--- config.mk ---
export PLATFORM = sky130hd
export DESIGN_NAME = arb_requester_flat
export DESIGN_NICKNAME = d
export VERILOG_FILES = /design/src/rtl/arb_pkg.sv /design/src/rtl/arb_requester_if.sv /design/src/rtl/arb_job_fifo.sv /design/src/rtl/arb_requester.sv /design/src/flat_wrapper.sv
export SDC_FILE = /design/constraint.sdc
export NUM_CORES = 1
export LEC_CHECK = 0
export CAP_MARGIN = 20
export CORE_MARGIN = 2
export CORE_UTILIZATION = 25
export DETAILED_ROUTE_END_ITERATION = 8
export MAX_ROUTING_LAYER = met4
export PLACE_DENSITY = 0.38
export SYNTH_ARGS = -nofsm -noshare
export SYNTH_HDL_FRONTEND = slang
export SYNTH_SLANG_ARGS = --single-unit
--- constraint.sdc ---
create_clock -name clk -period 6.9 [get_ports clk]
set_input_delay 1.725 -clock clk [delete_from_list [all_inputs] [get_ports clk]]
set_output_delay 1.725 -clock clk [all_outputs]
set_load 0.005 [all_outputs]
--- src/rtl/arb_pkg.sv ---
// Shared types and default sizing for the arbiter requester agent.
package arb_pkg;

   localparam int unsigned DEF_DEPTH   = 4;
   localparam int unsigned DEF_LENW    = 4;
   localparam int unsigned DEF_TIMEOUT = 64;

   typedef enum logic [1:0] {
      IDLE = 2'd0,
      REQ  = 2'd1,
      OWN  = 2'd2,
      REL  = 2'd3
   } state_t;

endpackage

--- src/rtl/arb_requester_if.sv ---
// Local job intake plus arbiter req/ack handshake and burst status of one requester.
interface arb_requester_if #(
   parameter int unsigned LENW = arb_pkg::DEF_LENW
) ();

   logic            job_valid;
   logic [LENW-1:0] job_len;
   logic            job_ready;
   logic            req;
   logic            ack;
   logic            beat;
   logic            last;
   logic            done;
   logic            err_tmo;
   logic            err_lost;
   logic            busy;

   modport master (
      input  job_valid, job_len, ack,
      output job_ready, req, beat, last, done, err_tmo, err_lost, busy
   );

   modport slave (
      output job_valid, job_len, ack,
      input  job_ready, req, beat, last, done, err_tmo, err_lost, busy
   );

endinterface

--- src/rtl/arb_job_fifo.sv ---
// Small synchronous job FIFO holding burst lengths; head is visible combinationally.
module arb_job_fifo #(
   parameter int unsigned DEPTH = 4,
   parameter int unsigned WIDTH = 4
) (
   input  logic                     clk,
   input  logic                     rst,
   input  logic                     push,
   input  logic [WIDTH-1:0]         wdata,
   input  logic                     pop,
   output logic [WIDTH-1:0]         rdata,
   output logic                     full,
   output logic                     empty,
   output logic [$clog2(DEPTH):0]   count
);

   localparam int unsigned AW = $clog2(DEPTH);
   localparam int unsigned CW = AW + 1;

   logic [WIDTH-1:0] mem [DEPTH];
   logic [AW-1:0]    wr_ptr;
   logic [AW-1:0]    rd_ptr;
   logic             do_push;
   logic             do_pop;

   assign do_push = push && !full;
   assign do_pop  = pop && !empty;
   assign full    = (count == CW'(DEPTH));
   assign empty   = (count == '0);
   assign rdata   = mem[rd_ptr];

   // Storage carries no reset; only pointers and count define validity.
   always_ff @(posedge clk) begin
      if (do_push) mem[wr_ptr] <= wdata;
   end

   always_ff @(posedge clk) begin
      if (!rst) begin
         wr_ptr <= '0;
         rd_ptr <= '0;
         count  <= '0;
      end else begin
         if (do_push) wr_ptr <= wr_ptr + AW'(1);
         if (do_pop)  rd_ptr <= rd_ptr + AW'(1);
         unique case ({do_push, do_pop})
            2'b10:   count <= count + CW'(1);
            2'b01:   count <= count - CW'(1);
            default: count <= count;
         endcase
      end
   end

endmodule

--- src/rtl/arb_requester.sv ---
// Requester agent: queues burst jobs, runs 4-phase req/ack with the arbiter, issues beats.
module arb_requester
   import arb_pkg::*;
#(
   parameter int unsigned DEPTH   = DEF_DEPTH,
   parameter int unsigned LENW    = DEF_LENW,
   parameter int unsigned TIMEOUT = DEF_TIMEOUT
) (
   input  logic            clk,
   input  logic            rst,
   arb_requester_if.master bus
);

   localparam int unsigned TW = $clog2(TIMEOUT);
   localparam int unsigned CW = $clog2(DEPTH) + 1;

   state_t          state_q, state_d;
   logic [LENW-1:0] len_q, len_d;
   logic [LENW-1:0] cnt_q, cnt_d;
   logic [TW-1:0]   tmo_q, tmo_d;
   logic            req_q, req_d;
   logic            done_q, done_d;
   logic            etmo_q, etmo_d;
   logic            elost_q, elost_d;
   logic            pop;
   logic            full;
   logic            empty;
   logic            beat_c;
   logic            last_c;
   logic [LENW-1:0] head;
   logic [CW-1:0]   count;

   arb_job_fifo #(
      .DEPTH (DEPTH),
      .WIDTH (LENW)
   ) u_fifo (
      .clk   (clk),
      .rst   (rst),
      .push  (bus.job_valid),
      .wdata (bus.job_len),
      .pop   (pop),
      .rdata (head),
      .full  (full),
      .empty (empty),
      .count (count)
   );

   // Next-state, counters and combinational beat/last.
   always_comb begin
      state_d = state_q;
      len_d   = len_q;
      cnt_d   = cnt_q;
      tmo_d   = tmo_q;
      req_d   = req_q;
      done_d  = 1'b0;
      etmo_d  = 1'b0;
      elost_d = 1'b0;
      pop     = 1'b0;
      beat_c  = 1'b0;
      last_c  = 1'b0;
      unique case (state_q)
         IDLE: begin
            if (!empty) begin
               pop     = 1'b1;
               len_d   = head;
               req_d   = 1'b1;
               tmo_d   = '0;
               state_d = REQ;
            end
         end
         REQ: begin
            // A grant on the final wait cycle still wins over the timeout.
            if (bus.ack) begin
               cnt_d   = len_q;
               state_d = OWN;
            end else if (tmo_q == TW'(TIMEOUT - 1)) begin
               req_d   = 1'b0;
               etmo_d  = 1'b1;
               state_d = REL;
            end else begin
               tmo_d = tmo_q + TW'(1);
            end
         end
         OWN: begin
            if (bus.ack) begin
               beat_c = 1'b1;
               if (cnt_q == '0) begin
                  last_c  = 1'b1;
                  req_d   = 1'b0;
                  done_d  = 1'b1;
                  state_d = REL;
               end else begin
                  cnt_d = cnt_q - LENW'(1);
               end
            end else begin
               req_d   = 1'b0;
               elost_d = 1'b1;
               state_d = REL;
            end
         end
         REL: begin
            req_d = 1'b0;
            if (!bus.ack) state_d = IDLE;
         end
         default: state_d = IDLE;
      endcase
   end

   always_ff @(posedge clk) begin
      if (!rst) begin
         state_q <= IDLE;
         len_q   <= '0;
         cnt_q   <= '0;
         tmo_q   <= '0;
         req_q   <= 1'b0;
         done_q  <= 1'b0;
         etmo_q  <= 1'b0;
         elost_q <= 1'b0;
      end else begin
         state_q <= state_d;
         len_q   <= len_d;
         cnt_q   <= cnt_d;
         tmo_q   <= tmo_d;
         req_q   <= req_d;
         done_q  <= done_d;
         etmo_q  <= etmo_d;
         elost_q <= elost_d;
      end
   end

   assign bus.job_ready = !full;
   assign bus.req       = req_q;
   assign bus.beat      = beat_c;
   assign bus.last      = last_c;
   assign bus.done      = done_q;
   assign bus.err_tmo   = etmo_q;
   assign bus.err_lost  = elost_q;
   assign bus.busy      = (state_q != IDLE) || (count != '0);

endmodule
--- src/flat_wrapper.sv ---
// flat-port wrapper written by rule: the top's interface ports become plain ports
module arb_requester_flat import arb_pkg::*;
#(
   parameter int unsigned DEPTH   = DEF_DEPTH,
   parameter int unsigned LENW    = DEF_LENW,
   parameter int unsigned TIMEOUT = DEF_TIMEOUT
)
  (clk, rst, bus_job_valid, bus_job_len, bus_ack, bus_job_ready, bus_req, bus_beat, bus_last, bus_done, bus_err_tmo, bus_err_lost, bus_busy);
  arb_requester_if #(.LENW(LENW)) bus_i ();
  input  logic clk;
  input  logic rst;
  input wire logic [$bits(bus_i.job_valid)-1:0] bus_job_valid;
  input wire logic [$bits(bus_i.job_len)-1:0] bus_job_len;
  input wire logic [$bits(bus_i.ack)-1:0] bus_ack;
  output wire logic [$bits(bus_i.job_ready)-1:0] bus_job_ready;
  output wire logic [$bits(bus_i.req)-1:0] bus_req;
  output wire logic [$bits(bus_i.beat)-1:0] bus_beat;
  output wire logic [$bits(bus_i.last)-1:0] bus_last;
  output wire logic [$bits(bus_i.done)-1:0] bus_done;
  output wire logic [$bits(bus_i.err_tmo)-1:0] bus_err_tmo;
  output wire logic [$bits(bus_i.err_lost)-1:0] bus_err_lost;
  output wire logic [$bits(bus_i.busy)-1:0] bus_busy;
  assign bus_i.job_valid = bus_job_valid;
  assign bus_i.job_len = bus_job_len;
  assign bus_i.ack = bus_ack;
  assign bus_job_ready = bus_i.job_ready;
  assign bus_req = bus_i.req;
  assign bus_beat = bus_i.beat;
  assign bus_last = bus_i.last;
  assign bus_done = bus_i.done;
  assign bus_err_tmo = bus_i.err_tmo;
  assign bus_err_lost = bus_i.err_lost;
  assign bus_busy = bus_i.busy;
  arb_requester #(.DEPTH(DEPTH), .LENW(LENW), .TIMEOUT(TIMEOUT)) u_core (.clk(clk), .rst(rst), .bus(bus_i));
endmodule
==> results_dict.tcl, run 1 <==
set metrics [dict create \
    power_frac_seq_pct 40.5 \
    p_leak_nw 0.850 \
    hold_viol_final 0 \
    p_sw_mw 0.295 \
    vias 1408 \
    cts_buffers 5 \
    cpMaxStageDelayCell "clkdlybuf4s50_1" \
    grt_pass1_wl_um 6790 \
    fmax_ghz 0.203 \
    finalSetupTns_ns 0 \
    syn_area_um2 2060 \
    grt.total_usage_pct 10.1 \
    p_per_area_nw_per_um2 351 \
    crit_top_cell "clkdlybuf4s50_1" \
    ys_seq_area_share_pct 49.6 \
    wl_per_cell_um 12.3 \
    synth_edf_count 16 \
    clkPwrFrac_pct 23.6 \
    syn_inst 198 \
    yosysWarnings 0 \
    syn_avg_cell_area_um2 10.4 \
    synth_seq_cells 43 \
    critPathRequiredTime_ns 5.18 \
    grt_remaining_overflow 0 \
    ctsHoldBuffers 0 \
    crit_start "bus_ack" \
    switching_share_pct 34.6 \
    async_reset_ff_share_pct 0 \
    hpwl_um 2890 \
    period_share_pct 71.5 \
    cts_buffer_depth 2 \
    die_y_um 94.7 \
    clk_latency_ns 0.30 \
    syn-num-nets 220 \
    clock-sinks 43 \
    fillCellCount 862 \
    viasPerCell 4.41 \
    cts_tree "built" \
    core_area_um2 8090 \
    p_int_mw 0.558 \
    start_util_pct 25.4 \
    timing.rr.start "u_core.u_fifo.count[0]$_SDFFE_PN0P_" \
    post-cts-setup-buffers 0 \
    slowest_delay_ns 0.61 \
    regArea_um2 1020 \
    ys_dominant_reg_cell "dfxtp_1" \
    reg2reg_slack_ns 4.27 \
    rows 33 \
    ir_worst_vdd_mv 0.0940 \
    worst_clock_skew_ns 0.0110 \
    tightestPinTransition_ns 0.730 \
    yosysUniqueCellTypes 42 \
    r2r_cells 7 \
    antenna-diode-count 0 \
    io_pins 16 \
    cp.depth 4 \
    clkTransAtPathRegs_ns 0.09 \
    cts_resized 0 \
    end_kind "primary output" \
    drt_pass1_iterations 4 \
    cp-start-kind "primary input" \
    arrival_ns 3.21 \
    dr.first_iter.drc_count 52 \
    grt_pass1_vias 1437 \
    final_cell_mix "27 x nand2_1, 27 x dfxtp_1, 18 x a21oi_1" \
    cts_max_level 2 \
    antenna_found_initial 0 \
    combPwrFrac_pct 36.0 \
    slew_headroom_pct 50.9 \
    crit_fanout 8 \
    fp.dieArea_um2 8970 \
    routabilityCongestion 0.732 \
    critPathBufInv 2 \
    drt-total-wl_um 3940 \
    cp_cell_sequence "clkdlybuf4s50_1 -> nand2_1 -> nor2b_1 -> clkdlybuf4s50_1" \
    nets 235 \
    status "completed" \
    hp-class "flip-flop to flip-flop" \
    dieWidth_um 94.7 \
    worstReg2RegEnd "u_core.u_fifo.count[2]$_SDFFE_PN0P_" \
    multi_input_area_um2 961 \
    rsz0062_at_grt "no" \
    portBuffers 15 \
    maxCapViolCount 0 \
    drive_gt1_share_pct 7.48 \
    antenna_left 0 \
    finalSetupViolations 0 \
    slew_viol_final 0 \
    final_area_um2 2430 \
    endpoint "bus_last" \
    place_area_um2 2310 \
    hp-start "u_core.len_q[2]$_SDFFE_PN0P_" \
    setup.worst_path.class "primary input to primary output" \
    cpLargestDelayFamily "buffers and inverters" \
    root_buffer "clkbuf_8" \
    period_needed_ns 4.93 \
    drcViolationCount 0 \
    grt_max_degree 22 \
    areaGrowthSynthToFinish_pct 18.0 \
]
## worst min path at each step
| stage | to | cells past startpoint |
|---|---|---|
| after detailed placement | u_core.len_q[2]$_SDFFE_PN0P_ | 2 |
| final | u_core.len_q[2]$_SDFFE_PN0P_ | 2 |
| after global placement | u_core.len_q[0]$_SDFFE_PN0P_ | 2 |
| after floorplan | u_core.len_q[3]$_SDFFE_PN0P_ | 2 |
| after global routing | u_core.bus.req$_SDFFE_PN0P_ | 2 |
| after CTS | u_core.len_q[2]$_SDFFE_PN0P_ | 2 |
## state kept, by name, indices dropped and copies added, names as in the netlist
register,count
u_core.bus.err_tmo,1
u_core.bus.err_lost,1
u_core.state_q,2
u_core.bus.req,1
u_core.tmo_q,6
u_core.cnt_q,4
u_core.u_fifo.rd_ptr,2
u_core.len_q,4
u_core.u_fifo.mem,16
u_core.bus.done,1
u_core.u_fifo.wr_ptr,2
u_core.u_fifo.count,3
## power by group through the flow
| stage | clock network (mW) | logic (mW) | registers, mW |
|---|---|---|---|
| global placement | 0 | 0.317 | 0.353 |
| floorplan | 0 | 0.239 | 0.338 |
| global route | 0.220 | 0.350 | 0.353 |
| finish | 0.201 | 0.307 | 0.345 |
| detailed placement | 0 | 0.312 | 0.353 |
| CTS | 0.213 | 0.313 | 0.347 |
## worst register-to-register path, cell delays in order, from the launching register on
cell	delay, ns
dfxtp_1	0.37
o31ai_1	0.66
inv_2	0.21
ha_1	0.29
fa_1	0.44
xnor2_1	0.14
or3_1	0.30
a21oi_1	0.14
## area by class of cell
| class | count | area share, % |
|---|---|---|
| clock buffers | 5 | 2.83 |
| clock inverters | 3 | 1.96 |
| inverters | 13 | 2.01 |
| multi-input cells | 135 | 39.6 |
| flip-flops and latches | 43 | 42.0 |
| well taps | 105 | 5.41 |
| repair buffers | 15 | 6.18 |
## cells in the mapped netlist (2+ instances only)
cell,n,area (um2)
nor2_1,7,26.3
nor2b_1,3,18.8
o21ai_0,8,40.0
o22ai_1,2,12.5
xnor2_1,3,26.3
clkbuf_1,6,22.5
and3_1,6,37.5
mux2i_1,4,40.0
nand2_1,27,101
ha_1,13,163
nor3_1,2,10.0
dfxtp_1,27,541
or3_1,2,12.5
nand3b_1,2,15.0
a21oi_1,18,90.1
a31oi_1,2,12.5
a211oi_1,3,22.5
mux4_2,4,90.1
xor2_1,2,17.5
and2_1,2,12.5
inv_1,12,45.0
nand3_1,2,10.0
nor3b_1,2,15.0
o211ai_1,5,37.5
edfxtp_1,16,480
nor4_1,2,12.5
## stage by stage
| stage | power, mW | hold WS, ns | util (%) | worst slack [ns] | instances |
|---|---|---|---|---|---|
| after floorplan | 0.577 | 0.436 | - | 3.20 | 198 |
| after global placement | 0.670 | 0.447 | 28.6 | 2.00 | 311 |
| after detailed placement | 0.664 | 0.452 | 28.6 | 1.97 | 311 |
| after CTS | 0.872 | 0.461 | 30.0 | 1.96 | 319 |
| after global routing | 0.923 | 0.488 | 30.0 | 1.86 | 319 |
| final | 0.853 | 0.457 | 30.0 | 1.97 | 319 |
## logic make-up after synthesis
| family | share of synthesized area [%] |
|---|---|
| adders and majority gates | 8.88 |
| AOI/OAI and AO/OA | 14.0 |
| muxes | 6.32 |
| and+or+nand+nor | 15.4 |
| xor gates and xnor gates | 2.13 |
| buffers and inverters | 3.71 |
| DFF | 49.6 |
## layer usage
metal	vias up	global-route usage, %	share of wire [%]
met5	-	-	0
met4	0	4.23	0.79
met3	4	2.47	3.7
met2	26	16.1	46
met1	634	12.3	49
li1	744	-	-
No activity file was read; power rests on OpenSTA's default activity.
==> run 2, diff against run 1 <==
PLACE_DENSITY = 0.39   (was 0.38)
clock period = 4.2 ns   (was 6.9 ns; I/O delays follow)
==> results_dict.tcl, run 2 (same netlist as run 1, synthesis figures left out) <==
set metrics [dict create \
    wl_per_cell_um 12.9 \
    clk_latency_ns 0.30 \
    switching_share_pct 35.1 \
    drive_gt1_share_pct 7.91 \
    ir_worst_vdd_mv 0.169 \
    numPlacedInstances 312 \
    p_leak_nw 0.850 \
    hpwl_um 2880 \
    maxCapViolCount 0 \
    slew_headroom_pct 46.7 \
    hold-path-endpoint "u_core.len_q[2]$_SDFFE_PN0P_" \
    drt_pass1_iterations 4 \
    grt_busiest_layer "met2" \
    finalSetupTns_ns 0 \
    worst_clock_skew_ns 0.0144 \
    grt.total_usage_pct 10.6 \
    arrival_ns 2.53 \
    core_area_um2 8090 \
    reg_top3 "u_core.u_fifo.mem x16, u_core.tmo_q x6" \
    drcViolationCount 0 \
    hold_depth 2 \
    fillCellCount 871 \
    grt_remaining_overflow 0 \
    reg2reg_slack_ns 1.55 \
    grt_pass1_vias 1431 \
    hold_viol_final 0 \
    r2r_cells 7 \
    final_cell_mix "27 x nand2_1, 27 x dfxtp_1, 18 x a21oi_1" \
    setup.worst_path.class "primary input to primary output" \
    end_kind "primary output" \
    grt_max_degree 22 \
    antenna_found_initial 0 \
    portBuffers 15 \
    ctsHoldBuffers 0 \
    largest_register "u_core.u_fifo.mem" \
    power_frac_seq_pct 39.8 \
    met2_usage_pct 16.4 \
    dieWidth_um 94.7 \
    p_int_mw 0.923 \
    fin_util_pct 30.1 \
    total_power_mw 1.42 \
    cp-start-kind "primary input" \
    rsz0062_at_grt "no" \
    rows 33 \
    slew_viol_final 0 \
    largest_reg_flops 16 \
    crit_fanout 8 \
    cts_resized 0 \
    finalSetupViolations 0 \
    die_y_um 94.7 \
    fp.dieArea_um2 8970 \
    antenna_left 0 \
    cts_buffer_depth 2 \
    drt-total-wl_um 4120 \
    clkTransAtPathRegs_ns 0.09 \
    vias 1460 \
    viasPerCell 4.56 \
    grt_pass1_wl_um 7070 \
    nets 236 \
    clock-sinks 43 \
    io_pins 16 \
    areaGrowthSynthToFinish_pct 18.3 \
    routabilityCongestion 0.745 \
    holdWs_ns 0.460 \
    fin_cells 320 \
    status "completed" \
    p_per_area_nw_per_um2 584 \
    cts_tree "built" \
    period_needed_ns 3.58 \
    worstReg2RegEnd "u_core.u_fifo.count[2]$_SDFFE_PN0P_" \
    post-cts-setup-buffers 0 \
    combPwrFrac_pct 36.3 \
    fmax_ghz 0.279 \
    period_share_pct 85.2 \
    timing.rr.start "u_core.u_fifo.count[0]$_SDFFE_PN0P_" \
    cts_max_level 2 \
    tightestPinTransition_ns 0.793 \
    start_util_pct 25.4 \
    hp-class "flip-flop to flip-flop" \
    clkPwrFrac_pct 23.9 \
    regArea_um2 1020 \
    critPathRequiredTime_ns 3.15 \
    globalRouteMet3Util_pct 2.71 \
    antenna-diode-count 0 \
    hp-start "u_core.len_q[2]$_SDFFE_PN0P_" \
    root_buffer "clkbuf_8" \
    cts_buffers 5 \
    met1_usage_pct 13.6 \
    p_sw_mw 0.499 \
    multi_input_area_um2 961 \
    dr.first_iter.drc_count 54 \
]
==> run 2: worst max-delay path by stage <==
stage	startpoint	to	slack (ns)	cells past startpoint
floorplan	bus_job_valid	u_core.u_fifo.count[2]$_SDFFE_PN0P_	1.66	7
global placement	bus_ack	bus_last	0.65	4
detailed placement	bus_ack	bus_last	0.60	4
CTS	bus_ack	bus_last	0.60	4
global route	bus_ack	bus_last	0.49	4
finish	bus_ack	bus_last	0.62	4
==> run 2: critical path: stages <==
cell,delay (ns)
clkdlybuf4s50_1,0.61
nand2_1,0.17
nor2b_1,0.18
clkdlybuf4s50_1,0.52
==> run 2: metrics by stage <==
stage	instance area, um2	setup slack [ns]
after floorplan	2060	1.66
after global placement	2320	0.652
after detailed placement	2320	0.604
after CTS	2430	0.598
after global routing	2430	0.488
final	2430	0.621
==> run 2: metal layers <==
layer / vias to the layer above / wire length (um)
met1: 678 / 2050
met4: 0 / 62
li1: 745 / -
met3: 6 / 187
met2: 31 / 1820
met5: - / 0
==> run 2: layout make-up <==
type                    instances  share of cell area (%)
inverters                      13                    2.00
multi-input cells             135                    39.5
well taps                     105                    5.40
repair buffers                 16                    6.47
flip-flops and latches         43                    41.9
clock buffers                   5                    2.83
clock inverters                 3                    1.90
==> run 2: power groups by stage <==
| stage | Combinational, mW | Clock [mW] | Sequential, mW |
|---|---|---|---|
| 6_report | 0.516 | 0.339 | 0.566 |
| 5_1_grt | 0.599 | 0.365 | 0.578 |
| 4_1_cts | 0.526 | 0.351 | 0.569 |
| 3_5_place_dp | 0.523 | 0 | 0.579 |
| 3_3_place_gp | 0.530 | 0 | 0.580 |
| 2_1_floorplan | 0.392 | 0 | 0.556 |
==> run 3, diff against run 2 <==
MAX_ROUTING_LAYER = unset   (was met4)
PLACE_DENSITY = 0.38   (was 0.39)
clock period = 4 ns   (was 4.2 ns; I/O delays follow)
==> results_dict.tcl, run 3 (same netlist as run 1, synthesis figures left out) <==
set metrics [dict create \
    final_cell_mix "27 x nand2_1, 27 x dfxtp_1, 18 x a21oi_1" \
    cts_buffers 5 \
    cts_max_level 2 \
    hp-class "flip-flop to flip-flop" \
    grt_max_degree 22 \
    crit_fanout 8 \
    routabilityCongestion 0.717 \
    hold_viol_final 0 \
    dieWidth_um 94.7 \
    fillCellCount 870 \
    cts_resized 0 \
    finalSetupViolations 0 \
    period_share_pct 86.6 \
    nets 236 \
    vias 1421 \
    arrival_ns 2.46 \
    setup.worst_path.class "primary input to primary output" \
    portBuffers 15 \
    slew_headroom_pct 48.4 \
    hpwl_um 2820 \
    ctsHoldBuffers 0 \
    antenna-diode-count 0 \
    clk_latency_ns 0.29 \
    end_kind "primary output" \
    cts_buffer_depth 2 \
    period_needed_ns 3.46 \
    root_buffer "clkbuf_8" \
    clock-sinks 43 \
    clkTransAtPathRegs_ns 0.09 \
    tightestPinTransition_ns 0.768 \
    antenna_left 0 \
    fp.dieArea_um2 8970 \
    areaGrowthSynthToFinish_pct 18.3 \
    multi_input_area_um2 961 \
    grt.total_usage_pct 9.63 \
    p_per_area_nw_per_um2 609 \
    regArea_um2 1020 \
    grt_remaining_overflow 0 \
    worst_clock_skew_ns 0.0151 \
    drcViolationCount 0 \
    start_util_pct 25.4 \
    cp-start-kind "primary input" \
    largest_register "u_core.u_fifo.mem" \
    rows 33 \
    core_area_um2 8090 \
    drt-total-wl_um 3890 \
    postLayoutSetupSlackWorst_ns 0.538 \
    antenna_found_initial 0 \
    status "completed" \
    cts_tree "built" \
    wl_per_cell_um 12.2 \
    grt_pass1_vias 1384 \
    ir_worst_vdd_mv 0.194 \
    post-cts-setup-buffers 0 \
    dr.first_iter.drc_count 31 \
    finalSetupTns_ns 0 \
    critPathRequiredTime_ns 3.00 \
    rsz0062_at_grt "no" \
    die_y_um 94.7 \
    drive_gt1_share_pct 7.91 \
    io_pins 16 \
    largest_reg_flops 16 \
    final_area_um2 2430 \
    fmax_ghz 0.289 \
    reg_top3 "u_core.u_fifo.mem x16, u_core.tmo_q x6" \
    slew_viol_final 0 \
    maxCapViolCount 0 \
    place_area_um2 2320 \
    viasPerCell 4.44 \
    grt_pass1_wl_um 6670 \
    drt_pass1_iterations 4 \
    p_leak_nw 0.850 \
    place_ws_ns 0.533 \
]
run 3: cell counts in the layout (fill, tap and decap cells not counted):
No cell type changed its count.
run 3: critical path: stages:
cell and delay, ns:
clkdlybuf4s50_1 0.60, nand2_1 0.17, nor2b_1 0.18, clkdlybuf4s50_1 0.51
run 3: cell type report:
class	instances	share of cell area, %
well taps	105	5.40
flip-flops and latches	43	41.9
clock inverters	3	1.90
repair buffers	16	6.47
multi-input cells	135	39.5
inverters	13	2.00
clock buffers	5	2.83
run 3: metrics by stage:
| step | hold slack [ns] | std cells | util [%] | power (mW) |
|---|---|---|---|---|
| floorplan | 0.436 | 198 | - | 0.995 |
| global placement | 0.446 | 312 | 28.7 | 1.16 |
| detailed placement | 0.453 | 312 | 28.7 | 1.15 |
| CTS | 0.467 | 320 | 30.1 | 1.51 |
| global route | 0.481 | 320 | 30.1 | 1.60 |
| finish | 0.461 | 320 | 30.1 | 1.48 |
run 3: path summary, 6_finish.rpt:
check                                                          from                                   to  slack [ns]  cells after the start
worst max register to register  u_core.u_fifo.count[0]$_SDFFE_PN0P_  u_core.u_fifo.count[2]$_SDFFE_PN0P_        1.36                      7
worst min register to register         u_core.len_q[1]$_SDFFE_PN0P_         u_core.len_q[1]$_SDFFE_PN0P_        0.46                      2
worst min-delay path                   u_core.len_q[1]$_SDFFE_PN0P_         u_core.len_q[1]$_SDFFE_PN0P_        0.46                      2
worst max-delay path                                        bus_ack                             bus_last        0.54                      4
run 3: routing by layer:
layer	track usage, %	vias to the layer above	wire length (um)
li1	-	745	-
met1	12.0	654	1940
met2	15.8	18	1760
met3	2.79	4	132
met4	3.50	0	54
met5	0	-	0
run 3: where the power goes:
part	internal, mW	leakage, nW	switching, mW
Combinational	0.248	0.429	0.293
Clock	0.188	0.0548	0.158
Sequential	0.533	0.367	0.0630
Total	0.969	0.850	0.514
